$ cat config.mk
export PLATFORM = sky130hd
export DESIGN_NAME = pong_ball_ctrl
export DESIGN_NICKNAME = d
export VERILOG_FILES = /design/src/rtl/pong_ball_ctrl.sv
export SDC_FILE = /design/constraint.sdc
export NUM_CORES = 1
export LEC_CHECK = 0
export CAP_MARGIN = 10
export CORE_MARGIN = 2
export CORE_UTILIZATION = 31
export DETAILED_ROUTE_END_ITERATION = 16
export PLACE_DENSITY = 0.47
export SYNTH_ARGS = -nofsm -noshare
export SYNTH_HDL_FRONTEND = slang
export SYNTH_SLANG_ARGS = --single-unit
$ cat constraint.sdc
create_clock -name clock -period 2.62 [get_ports clock]
set_clock_uncertainty 0.1 [all_clocks]
set_input_delay 0.262 -clock clock [delete_from_list [all_inputs] [get_ports clock]]
set_output_delay 0.262 -clock clock [all_outputs]
set_load 0.02 [all_outputs]
$ cat src/rtl/pong_ball_ctrl.sv
// Pong ball sequencing controller: steps the ball per frame tick,
// bounces off walls and paddles, and keeps score until a player wins.
module pong_ball_ctrl #(
    parameter int X_MAX      = 39,
    parameter int Y_MAX      = 29,
    parameter int PAD_H      = 6,
    parameter int WIN_SCORE  = 7,
    parameter int HOLD_TICKS = 30,
    parameter int XW         = $clog2(X_MAX + 1),
    parameter int YW         = $clog2(Y_MAX + 1),
    parameter int SW         = $clog2(WIN_SCORE + 1)
) (
    input  logic          clock,
    input  logic          reset,
    input  logic          tick,
    input  logic          serve,
    input  logic [YW-1:0] lpad_y,
    input  logic [YW-1:0] rpad_y,
    output logic [XW-1:0] ball_x,
    output logic [YW-1:0] ball_y,
    output logic [SW-1:0] score_l,
    output logic [SW-1:0] score_r,
    output logic          point_l,
    output logic          point_r,
    output logic          playing,
    output logic          game_over
);

    localparam int HW = $clog2(HOLD_TICKS + 1);

    localparam logic [XW-1:0] X_CTR  = XW'(X_MAX / 2);
    localparam logic [YW-1:0] Y_CTR  = YW'(Y_MAX / 2);
    localparam logic [XW-1:0] X_LAST = XW'(X_MAX);
    localparam logic [XW-1:0] X_PRE  = XW'(X_MAX - 1);
    localparam logic [XW-1:0] X_ONE  = XW'(1);
    localparam logic [XW-1:0] X_ZERO = '0;
    localparam logic [YW-1:0] Y_LAST = YW'(Y_MAX);
    localparam logic [YW-1:0] Y_ZERO = '0;
    localparam logic [SW-1:0] S_WIN  = SW'(WIN_SCORE);
    localparam logic [HW-1:0] H_LAST = HW'(HOLD_TICKS - 1);
    localparam logic [YW:0]   PAD_SP = (YW+1)'(PAD_H - 1);

    typedef enum logic [1:0] {
        S_IDLE,
        S_PLAY,
        S_POINT,
        S_OVER
    } state_t;

    state_t        state_q, state_d;
    logic [XW-1:0] x_q, x_d;
    logic [YW-1:0] y_q, y_d;
    // dx: 1 = moving right, dy: 1 = moving down
    logic          dx_q, dx_d;
    logic          dy_q, dy_d;
    logic [SW-1:0] sl_q, sl_d;
    logic [SW-1:0] sr_q, sr_d;
    logic          pl_q, pl_d;
    logic          pr_q, pr_d;
    logic          play_q, play_d;
    logic          over_q, over_d;
    logic [HW-1:0] hold_q, hold_d;

    // Paddle range compares, one bit wider so a paddle past the
    // bottom wall never wraps around to the top.
    logic [YW:0] by_w;
    logic [YW:0] rtop_w, rbot_w;
    logic [YW:0] ltop_w, lbot_w;
    logic        rhit_w, lhit_w;

    assign by_w   = {1'b0, y_q};
    assign rtop_w = {1'b0, rpad_y};
    assign rbot_w = rtop_w + PAD_SP;
    assign ltop_w = {1'b0, lpad_y};
    assign lbot_w = ltop_w + PAD_SP;
    assign rhit_w = (by_w >= rtop_w) && (by_w <= rbot_w);
    assign lhit_w = (by_w >= ltop_w) && (by_w <= lbot_w);

    // Next-state and next-output logic for the game sequencer
    always_comb begin
        state_d = state_q;
        x_d     = x_q;
        y_d     = y_q;
        dx_d    = dx_q;
        dy_d    = dy_q;
        sl_d    = sl_q;
        sr_d    = sr_q;
        pl_d    = 1'b0;
        pr_d    = 1'b0;
        hold_d  = hold_q;

        case (state_q)
            S_IDLE: begin
                x_d = X_CTR;
                y_d = Y_CTR;
                if (serve) begin
                    state_d = S_PLAY;
                end
            end

            S_PLAY: begin
                if (tick) begin
                    if (dy_q && y_q == Y_LAST) begin
                        dy_d = 1'b0;
                        y_d  = y_q - 1'b1;
                    end else if (!dy_q && y_q == Y_ZERO) begin
                        dy_d = 1'b1;
                        y_d  = y_q + 1'b1;
                    end else if (dy_q) begin
                        y_d = y_q + 1'b1;
                    end else begin
                        y_d = y_q - 1'b1;
                    end

                    if (dx_q && x_q == X_PRE) begin
                        if (rhit_w) begin
                            dx_d = 1'b0;
                            x_d  = x_q - 1'b1;
                        end else begin
                            x_d     = X_LAST;
                            sl_d    = (sl_q == S_WIN) ? sl_q : sl_q + 1'b1;
                            pl_d    = 1'b1;
                            hold_d  = '0;
                            state_d = S_POINT;
                        end
                    end else if (!dx_q && x_q == X_ONE) begin
                        if (lhit_w) begin
                            dx_d = 1'b1;
                            x_d  = x_q + 1'b1;
                        end else begin
                            x_d     = X_ZERO;
                            sr_d    = (sr_q == S_WIN) ? sr_q : sr_q + 1'b1;
                            pr_d    = 1'b1;
                            hold_d  = '0;
                            state_d = S_POINT;
                        end
                    end else if (dx_q) begin
                        x_d = x_q + 1'b1;
                    end else begin
                        x_d = x_q - 1'b1;
                    end
                end
            end

            // dx still points at the player who conceded, so it
            // also identifies the scorer and the next serve direction.
            S_POINT: begin
                if (tick) begin
                    if (hold_q == H_LAST) begin
                        hold_d = '0;
                        if ((dx_q && sl_q == S_WIN) ||
                            (!dx_q && sr_q == S_WIN)) begin
                            state_d = S_OVER;
                        end else begin
                            state_d = S_IDLE;
                            x_d     = X_CTR;
                            y_d     = Y_CTR;
                            dy_d    = 1'b1;
                        end
                    end else begin
                        hold_d = hold_q + 1'b1;
                    end
                end
            end

            S_OVER: begin
                if (serve) begin
                    state_d = S_IDLE;
                    sl_d    = '0;
                    sr_d    = '0;
                    x_d     = X_CTR;
                    y_d     = Y_CTR;
                    dx_d    = 1'b1;
                    dy_d    = 1'b1;
                end
            end

            default: begin
                state_d = S_IDLE;
            end
        endcase

        play_d = (state_d == S_PLAY);
        over_d = (state_d == S_OVER);
    end

    // State and registered-output update
    always_ff @(posedge clock or posedge reset) begin
        if (reset) begin
            state_q <= S_IDLE;
            x_q     <= X_CTR;
            y_q     <= Y_CTR;
            dx_q    <= 1'b1;
            dy_q    <= 1'b1;
            sl_q    <= '0;
            sr_q    <= '0;
            pl_q    <= 1'b0;
            pr_q    <= 1'b0;
            play_q  <= 1'b0;
            over_q  <= 1'b0;
            hold_q  <= '0;
        end else begin
            state_q <= state_d;
            x_q     <= x_d;
            y_q     <= y_d;
            dx_q    <= dx_d;
            dy_q    <= dy_d;
            sl_q    <= sl_d;
            sr_q    <= sr_d;
            pl_q    <= pl_d;
            pr_q    <= pr_d;
            play_q  <= play_d;
            over_q  <= over_d;
            hold_q  <= hold_d;
        end
    end

    assign ball_x    = x_q;
    assign ball_y    = y_q;
    assign score_l   = sl_q;
    assign score_r   = sr_q;
    assign point_l   = pl_q;
    assign point_r   = pr_q;
    assign playing   = play_q;
    assign game_over = over_q;

endmodule

# == After elaboration in Yosys (flattened, before gate mapping) ==
# Cells that the tools add are included.
# W data, S select, Z words.
# totals
register_bits,30
inputBits,14
out_inout_bits,21
wordCells,150
# op_classes
add_sub_neg,9
magnitude_cmp,4
n_eq_ne,29
mux,74
reduce_logical,22
# op_table
operator,count
$mux W5,15
$mux W6,10
$mux W3,10
$ne A2 B2 Y1 const B,12
$pmux W6 S4,1
$mux W1,21
$mux W2,10
$pmux W5 S4,1
$ne A3 B3 Y1 const B,6
$reduce_and A6 Y1,3
$reduce_and A7 Y1,2
$add A5 B3 Y6 const B,2
$le A5 B6 Y1,2
$pmux W3 S2,2
$add A5 B1 Y5 const B,2
$eq A5 B5 Y1 const B,2
$ge A5 B5 Y1,2
$pmux W5 S2,1
$logic_and A1 B1 Y1,8
$pmux W2 S4,1
$add A3 B1 Y3 const B,2
$add A6 B1 Y6 const B,1
$eq A2 B2 Y1 const B,3
$eq A3 B3 Y1 const B,2
other kinds (14),17

# == Logic depth before layout (Yosys ltp) ==
# Gate-level depths: netlist of run 1.
# logic_depth
word_depth,9
depth_mapped,10
mapped_depth_nobuf,10

# == Worst setup path before layout of run 1 ==
# Ideal clock, no wire load.
# synth_timing
kind,input to register
from,input lpad_y[0]
to,register hold_q[3]
setup_ps,124
arrival_time_ps,2239
required_time_ps,2396
path_slack_ps,157
cell_stages,10
path_buffers,0
cell_sequence,ha_1 -> o21ai_0 -> xnor2_1 -> ha_1 -> nand3_1 -> o21bai_1 -> a31oi_1 -> nor4_1 -> or3_1 -> a211o_1
# synth_via
elab_chain_cells,5
elab_cells_between_ends,6
classes_between,add/sub (1); order compare (2); eq/ne (1); reduce/logical (2)
# synth_rtl
item,line,text
"start, declared",17,"input logic [YW-1:0] lpad_y,"
$add A5 B3 Y6,75,assign lbot_w = ltop_w + PAD_SP;
$le A5 B6 Y1,77,assign lhit_w = (by_w >= ltop_w) && (by_w <= lbot_w);
$logic_and A1 B1 Y1 (*),77,
$ne A3 B3 Y1 (no source line) (*),-,
$reduce_and A6 Y1 (no source line) (*),-,
"end signal, assigned",214,hold_q <= hold_d;
"end, declared",62,"logic [HW-1:0] hold_q, hold_d;"
# Mark *: on every way between the ends. The rest lies on a longest branch, timed or not.
# A chain may end at the register's enable or synchronous reset.

# == Worst setup path after layout of run 1 ==
# layout_timing
from,input lpad_y[3]
to,register hold_q[3]
# The elaborated chain is that of the path after synthesis.

==> flow_summary.toml, run 1 <==
[run_status]
status = "complete, no violations"

[clocking]
clkTransAtPathRegs_ns = 0.06
cts_buffer_depth = 2
postCtsHoldBufs = 0
cts_buffers = 5
cts_max_level = 2
clkLatencyLatePin_ns = 0.28
clkSinkCount = 30
cts_tree = "done"
ctsRootBufferMaster = "clkbuf_8"

[place]
placedCellCount = 455
io_buffers = 34
hpwl_mm = 5.04
place_ws_ns = -0.498
gp_congestion = 0.751

[power_and_ir_drop]
total_power_mw = 2.36
internal_power_mw = 1.42
power.clock.fraction_pct = 16.6
combPwrFrac_pct = 54.7
max-vdd-ir-drop_uv = 490
power_density_nw_per_um2 = 671
p_sw_uw = 941
power.leakage_nw = 1.61
pwr-share-seq_pct = 28.8
p_sw_share_pct = 39.9

[setup_path]
critPathCaptureType = "register"
r2r.worst_path.cells = 7
cp.required_ns = 2.68
reg2reg_from = "ball_y[2]"
cp_data_arrival_time_ns = 2.52
r2r_setup_slack_ns = 0.20
critPathLaunchType = "primary input"
critPathMaxFanout = 3
rr_endpoint = "hold_q[3]"
worstSetupPathType = "in2reg"

[timing]
finalCriticalPeriod_ns = 2.46
finalSetupTns_ns = 0
rsz0062_at_grt = "no"
relSlewSlack_pct = 62.6
setup_violations = 0
period_share_pct = 93.8
worstMarginPinSlew_ns = 0.553
finalHoldViolCount = 0
max_freq_mhz = 407
fin_ws_ns = 0.161
finalMaxSlewViolations = 0

[final_layout]
final_common_cell = "buf_4"
drive_gt1_share_pct = 25.9
syn_to_final_growth_pct = 38.4
final_cell_mix = "42 x buf_4, 33 x ha_1, 28 x clkdlybuf4s50_1, 25 x nand2_1, 23 x inv_1"
stdcell_count = 464
antenna_cells = 0
postLayoutCoreUtil_pct = 43.5
fin_nets = 407
fillers = 822

[floorplanning]
initial_utilization_pct = 31.4
row_count = 33
io_pins = 35
die_x_um = 94.5
die_h_um = 94.5
coreArea_um2 = 8090
dieArea_um2 = 8940

[logic_synthesis]
synthDistinctLibCells = 55
syn_area_um2 = 2540
synth-seq-area-share_pct = 29.9
synth-edff-count = 0
ys_ff_latch = 30
ys_async_sr_fraction_pct = 100
yosys_warnings = 0
synth_cells = 282
ys.flop_type = "dfrtp_1"
synth_nets = 331
avgSynthCellArea_um2 = 9.01

[global_route]
track_usage_pct = 15.8
grt_max_degree = 31
grt_overflow = 0
antenna_found_initial = 0
grt_pass1_vias = 2316
grt_pass1_wl_mm = 11.3

[route]
drt-pass1-iter-count = 5
wl_per_cell_um = 14.4
drt-vias-per-instance = 5.05
ant_nets = 0
drtIter0Drc = 111
drc_errors = 0
vias = 2345
drt_wl_total_mm = 6.68

[job]
drv_cap = 0

[worst_hold_path]
hold_path_class = "in2async"
==> stage by stage <==
step                hold slack, ns  instance area (um2)
finish                       0.265                 3520
global route                 0.318                 3520
CTS                          0.287                 3400
detailed placement           0.377                 3260
global placement             0.374                 3260
floorplan                    0.247                 2540
==> cells in the mapped netlist, drive strengths merged (3+ instances only) <==
cell / count / area, um2
a22o: 3 / 26.3
xnor2: 7 / 61.3
buf: 5 / 43.8
o21bai: 4 / 30.0
a21o: 3 / 22.5
mux2i: 8 / 80.1
o21a: 4 / 30.0
nand3: 10 / 50.1
nor3: 8 / 50.1
nor2: 14 / 52.6
o21ai: 10 / 53.8
dfrtp: 22 / 551
ha: 35 / 438
nor4: 3 / 18.8
or3: 5 / 37.5
and3: 3 / 20.0
and2: 3 / 18.8
a31oi: 9 / 56.3
clkbuf: 3 / 21.3
nand2: 25 / 93.8
a21oi: 24 / 131
mux2: 5 / 56.3
a22oi: 4 / 30.0
dfstp: 8 / 210
nor2b: 4 / 25.0
inv: 23 / 86.3
nand4: 3 / 18.8
==> registers in the layout (all words and copies together) (netlist names) <==
name / flops
ball_x: 6
ball_y: 5
hold_q: 5
score_l: 3
score_r: 3
state_q: 2
dx_q: 1
dy_q: 1
game_over: 1
playing: 1
point_l: 1
point_r: 1
==> worst max-delay path, cell delays in order <==
cell and delay, ns:
clkdlybuf4s50_1 0.49, o21ai_2 0.07, xnor2_1 0.12, ha_1 0.34, nand3_2 0.10, o21bai_4 0.19
a31oi_4 0.18, nor4_4 0.08, or3_1 0.39, a211o_1 0.29
==> timing repair <==
item / 4_1_cts / 5_1_grt
buffers inserted: 0 / 1
gates resized for setup: 12 / 22
pin swaps: 2 / 11
endpoints found under the setup margin: 16 / 18
==> area by class of cell <==
| type | instances | area, um2 | area share, % |
|---|---|---|---|
| flip-flops and latches | 30 | 761 | 21.6 |
| well taps | 105 | 131 | 3.74 |
| repair buffers | 77 | 682 | 19.4 |
| clock inverters | 1 | 5.00 | 0.142 |
| clock buffers | 7 | 86.3 | 2.45 |
| multi-input cells | 221 | 1770 | 50.2 |
| inverters | 23 | 86.3 | 2.45 |
==> metal layers <==
layer | global-route usage, % | share of wire [%]
met5 | 0 | 0
met4 | 2.17 | 0.39
met3 | 2.47 | 3.2
met2 | 26.1 | 48
met1 | 22.5 | 49
==> logic make-up after synthesis <==
| logic type | Yosys count | share of synthesized area, % |
|---|---|---|
| and+or+nand+nor | 87 | 18.1 |
| AOI/OAI and AO/OA | 77 | 20.3 |
| adders and majority gates | 35 | 17.2 |
| buffers and inverters | 31 | 5.96 |
| DFF | 30 | 29.9 |
| muxes | 13 | 5.37 |
| xor gates and xnor gates | 9 | 3.10 |
==> worst max-delay path by stage <==
stage                         start        end  slack [ns]
after global placement    rpad_y[0]  hold_q[3]       -0.48
final                     lpad_y[3]  hold_q[3]        0.16
after CTS                 rpad_y[0]  hold_q[3]       -0.06
after global routing      rpad_y[3]  hold_q[4]        0.05
after floorplan           lpad_y[0]  hold_q[3]        0.16
after detailed placement  rpad_y[0]  hold_q[3]       -0.50
==> power groups by stage <==
| stage | logic, mW | registers (mW) | clock network (mW) |
|---|---|---|---|
| floorplan | 0.596 | 0.756 | 0 |
| global placement | 1.12 | 0.690 | 0 |
| detailed placement | 1.14 | 0.688 | 0 |
| CTS | 1.18 | 0.684 | 0.405 |
| global route | 1.44 | 0.696 | 0.431 |
| finish | 1.29 | 0.679 | 0.391 |
No activity file was read; power rests on OpenSTA's default activity.
==> inputs of run 2 (changes only) <==
- ABC_CLOCK_PERIOD_IN_PS: not set -> 2620
- CELL_PAD_IN_SITES_DETAIL_PLACEMENT: not set -> 1
- CELL_PAD_IN_SITES_GLOBAL_PLACEMENT: not set -> 1
- PLACE_DENSITY: 0.47 -> 0.59
==> run 2 against run 1 <==
  * Design area shrank 3.3%
  * Global-route usage rose by 1.3 points
  * Final cell count fell by 1.1%
  * Sequential share of layout area grew 0.73 points
  * First-iteration DRC count is 46% lower
  * Critical path type is now reg2reg
==> flow_summary.toml, run 2 (same netlist as run 1, synthesis figures left out) <==
[timing]
finalHoldViolCount = 0
finalMaxSlewViolations = 0
relSlewSlack_pct = 61.7
rsz0062_at_grt = "no"
max_freq_mhz = 397
finalSetupTns_ns = 0
worstMarginPinSlew_ns = 0.570
period_share_pct = 96.1
setup_violations = 0
finalCriticalPeriod_ns = 2.52

[place]
gp_congestion = 0.761
post_dp_cell_area_um2 = 3200
placedCellCount = 446
hpwl_mm = 5.31
io_buffers = 34

[clocking]
clkSinkCount = 30
ctsRootBufferMaster = "clkbuf_8"
clkLatencyLatePin_ns = 0.28
cts_buffers = 5
postCtsHoldBufs = 0
clkTransAtPathRegs_ns = 0.07
cts_max_level = 2
cts_buffer_depth = 2
cts_tree = "done"

[final_layout]
final_cell_mix = "37 x buf_4, 33 x ha_1, 29 x clkdlybuf4s50_1, 25 x nand2_1, 23 x inv_1"
stdcell_count = 459
final_area_um2 = 3400
fin_nets = 402
fillers = 983
drive_gt1_share_pct = 23.4
final_common_cell = "buf_4"
largest_reg_flops = 6
syn_to_final_growth_pct = 33.9
antenna_cells = 0

[power_and_ir_drop]
power_density_nw_per_um2 = 665
power.leakage_nw = 1.55
p_sw_uw = 911
internal_power_mw = 1.35
combPwrFrac_pct = 50.9
p_sw_share_pct = 40.2
pwr-share-seq_pct = 31.7
max-vdd-ir-drop_uv = 378
power.clock.fraction_pct = 17.4

[route]
route.met2.wl_mm = 3.22
wl_met3_um = 155
wl_per_cell_um = 15.4
drtIter0Drc = 60
ant_nets = 0
drt-vias-per-instance = 5.12
wl_met1_mm = 3.65
drt-pass1-iter-count = 4
drt_wl_total_mm = 7.07
top_layer = "met4"
drc_errors = 0
vias = 2349

[floorplanning]
initial_utilization_pct = 31.4
row_count = 33
dieArea_um2 = 8940
die_x_um = 94.5
io_pins = 35
die_h_um = 94.5
coreArea_um2 = 8090

[setup_path]
cp_slowest_cell = "dfstp_2"
r2r.worst_path.cells = 7
cp_data_arrival_time_ns = 2.59
worstPathCellList = "ha_1 > a21o_1 > a31oi_1 > o21a_1 > nor4_4 > or3_1 > a211o_1"
worstSetupPathType = "reg2reg"
critPathCaptureType = "register"
critPathLaunchType = "register"
critPathMaxFanout = 9
slowest_delay_ns = 0.65
cp.required_ns = 2.69

[global_route]
grt_max_degree = 31
antenna_found_initial = 0
grt_pass1_vias = 2475
grt_overflow = 0
track_usage_pct = 17.1
grt_pass1_wl_mm = 12.1

[job]
drv_cap = 0

[run_status]
status = "complete, no violations"

[worst_hold_path]
hold_path_class = "in2async"
## run 2: cell count changes in the layout (fill, tap and decap cells not counted), moves of 2 or more
cell / delta
o21bai_1: +2
dlymetal6s2s_1: -4
o21bai_4: -2
dlygate4sd2_1: +3
a31oi_1: +2
buf_4: -5
## run 2: worst paths after layout
check	to	from	slack, ns
max in group asynchronous	ball_y[2]	reset	1.83
min	hold_q[4]	reset	0.26
min in group clock	hold_q[4]	hold_q[4]	0.40
max	hold_q[3]	ball_y[2]	0.10
min reg2reg	hold_q[4]	hold_q[4]	0.40
max reg2reg	hold_q[3]	ball_y[2]	0.10
## run 2: repair_timing
action                                  in CTS  in global routing
pin swaps                                    7                  5
endpoints found under the hold margin        0                  0
endpoints found under the setup margin      16                 19
buffers inserted                             2                  3
resized for setup                           16                 10
## run 2: layer usage
metal | GRT usage, % | vias to the layer above
li1 | - | 1172
met1 | 23.5 | 1137
met2 | 28.3 | 33
met3 | 2.63 | 7
met4 | 4.23 | 0
met5 | 0 | -
## run 2: worst max-delay path: cells and delay by family, from the launching register on
kind / cells / cell delay [ns]
AO/OA/AOI/OAI: 4 / 0.91
AND/OR/NAND/NOR: 2 / 0.46
adder cells (fa/ha/maj): 1 / 0.28
flip-flops: 1 / 0.65
## run 2: metrics by stage
step / utilization [%] / hold slack (ns) / setup WS, ns / total power, mW
6_report: 42.0 / 0.263 / 0.101 / 2.26
5_1_grt: 42.0 / 0.306 / 0.000892 / 2.46
4_1_cts: 41.3 / 0.278 / 0.00621 / 2.24
3_5_place_dp: 39.5 / 0.391 / -0.582 / 1.77
3_3_place_gp: 39.5 / 0.382 / -0.520 / 1.74
2_1_floorplan: - / 0.247 / 0.157 / 1.35
## run 2: cell type report
type | count | area, um2 | area share (%)
Inverter | 23 | 86.3 | 2.54
Tap cell | 105 | 131 | 3.86
Multi-Input combinational cell | 221 | 1700 | 50.0
Clock inverter | 1 | 5.00 | 0.147
Clock buffer | 7 | 86.3 | 2.54
Sequential cell | 30 | 761 | 22.4
Timing Repair Buffer | 72 | 631 | 18.5
## run 2: power groups by stage
stage | clock network, mW | logic (mW) | registers, mW
finish | 0.393 | 1.15 | 0.718
global placement | 0 | 1.00 | 0.733
global route | 0.427 | 1.30 | 0.741
CTS | 0.412 | 1.10 | 0.728
floorplan | 0 | 0.596 | 0.756
detailed placement | 0 | 1.03 | 0.734
==> inputs of run 3 (changes only) <==
- TNS_END_PERCENT: not set -> 50
==> results of run 3 <==
Same layout as run 2: the final DEF is identical, and so are final timing and power.
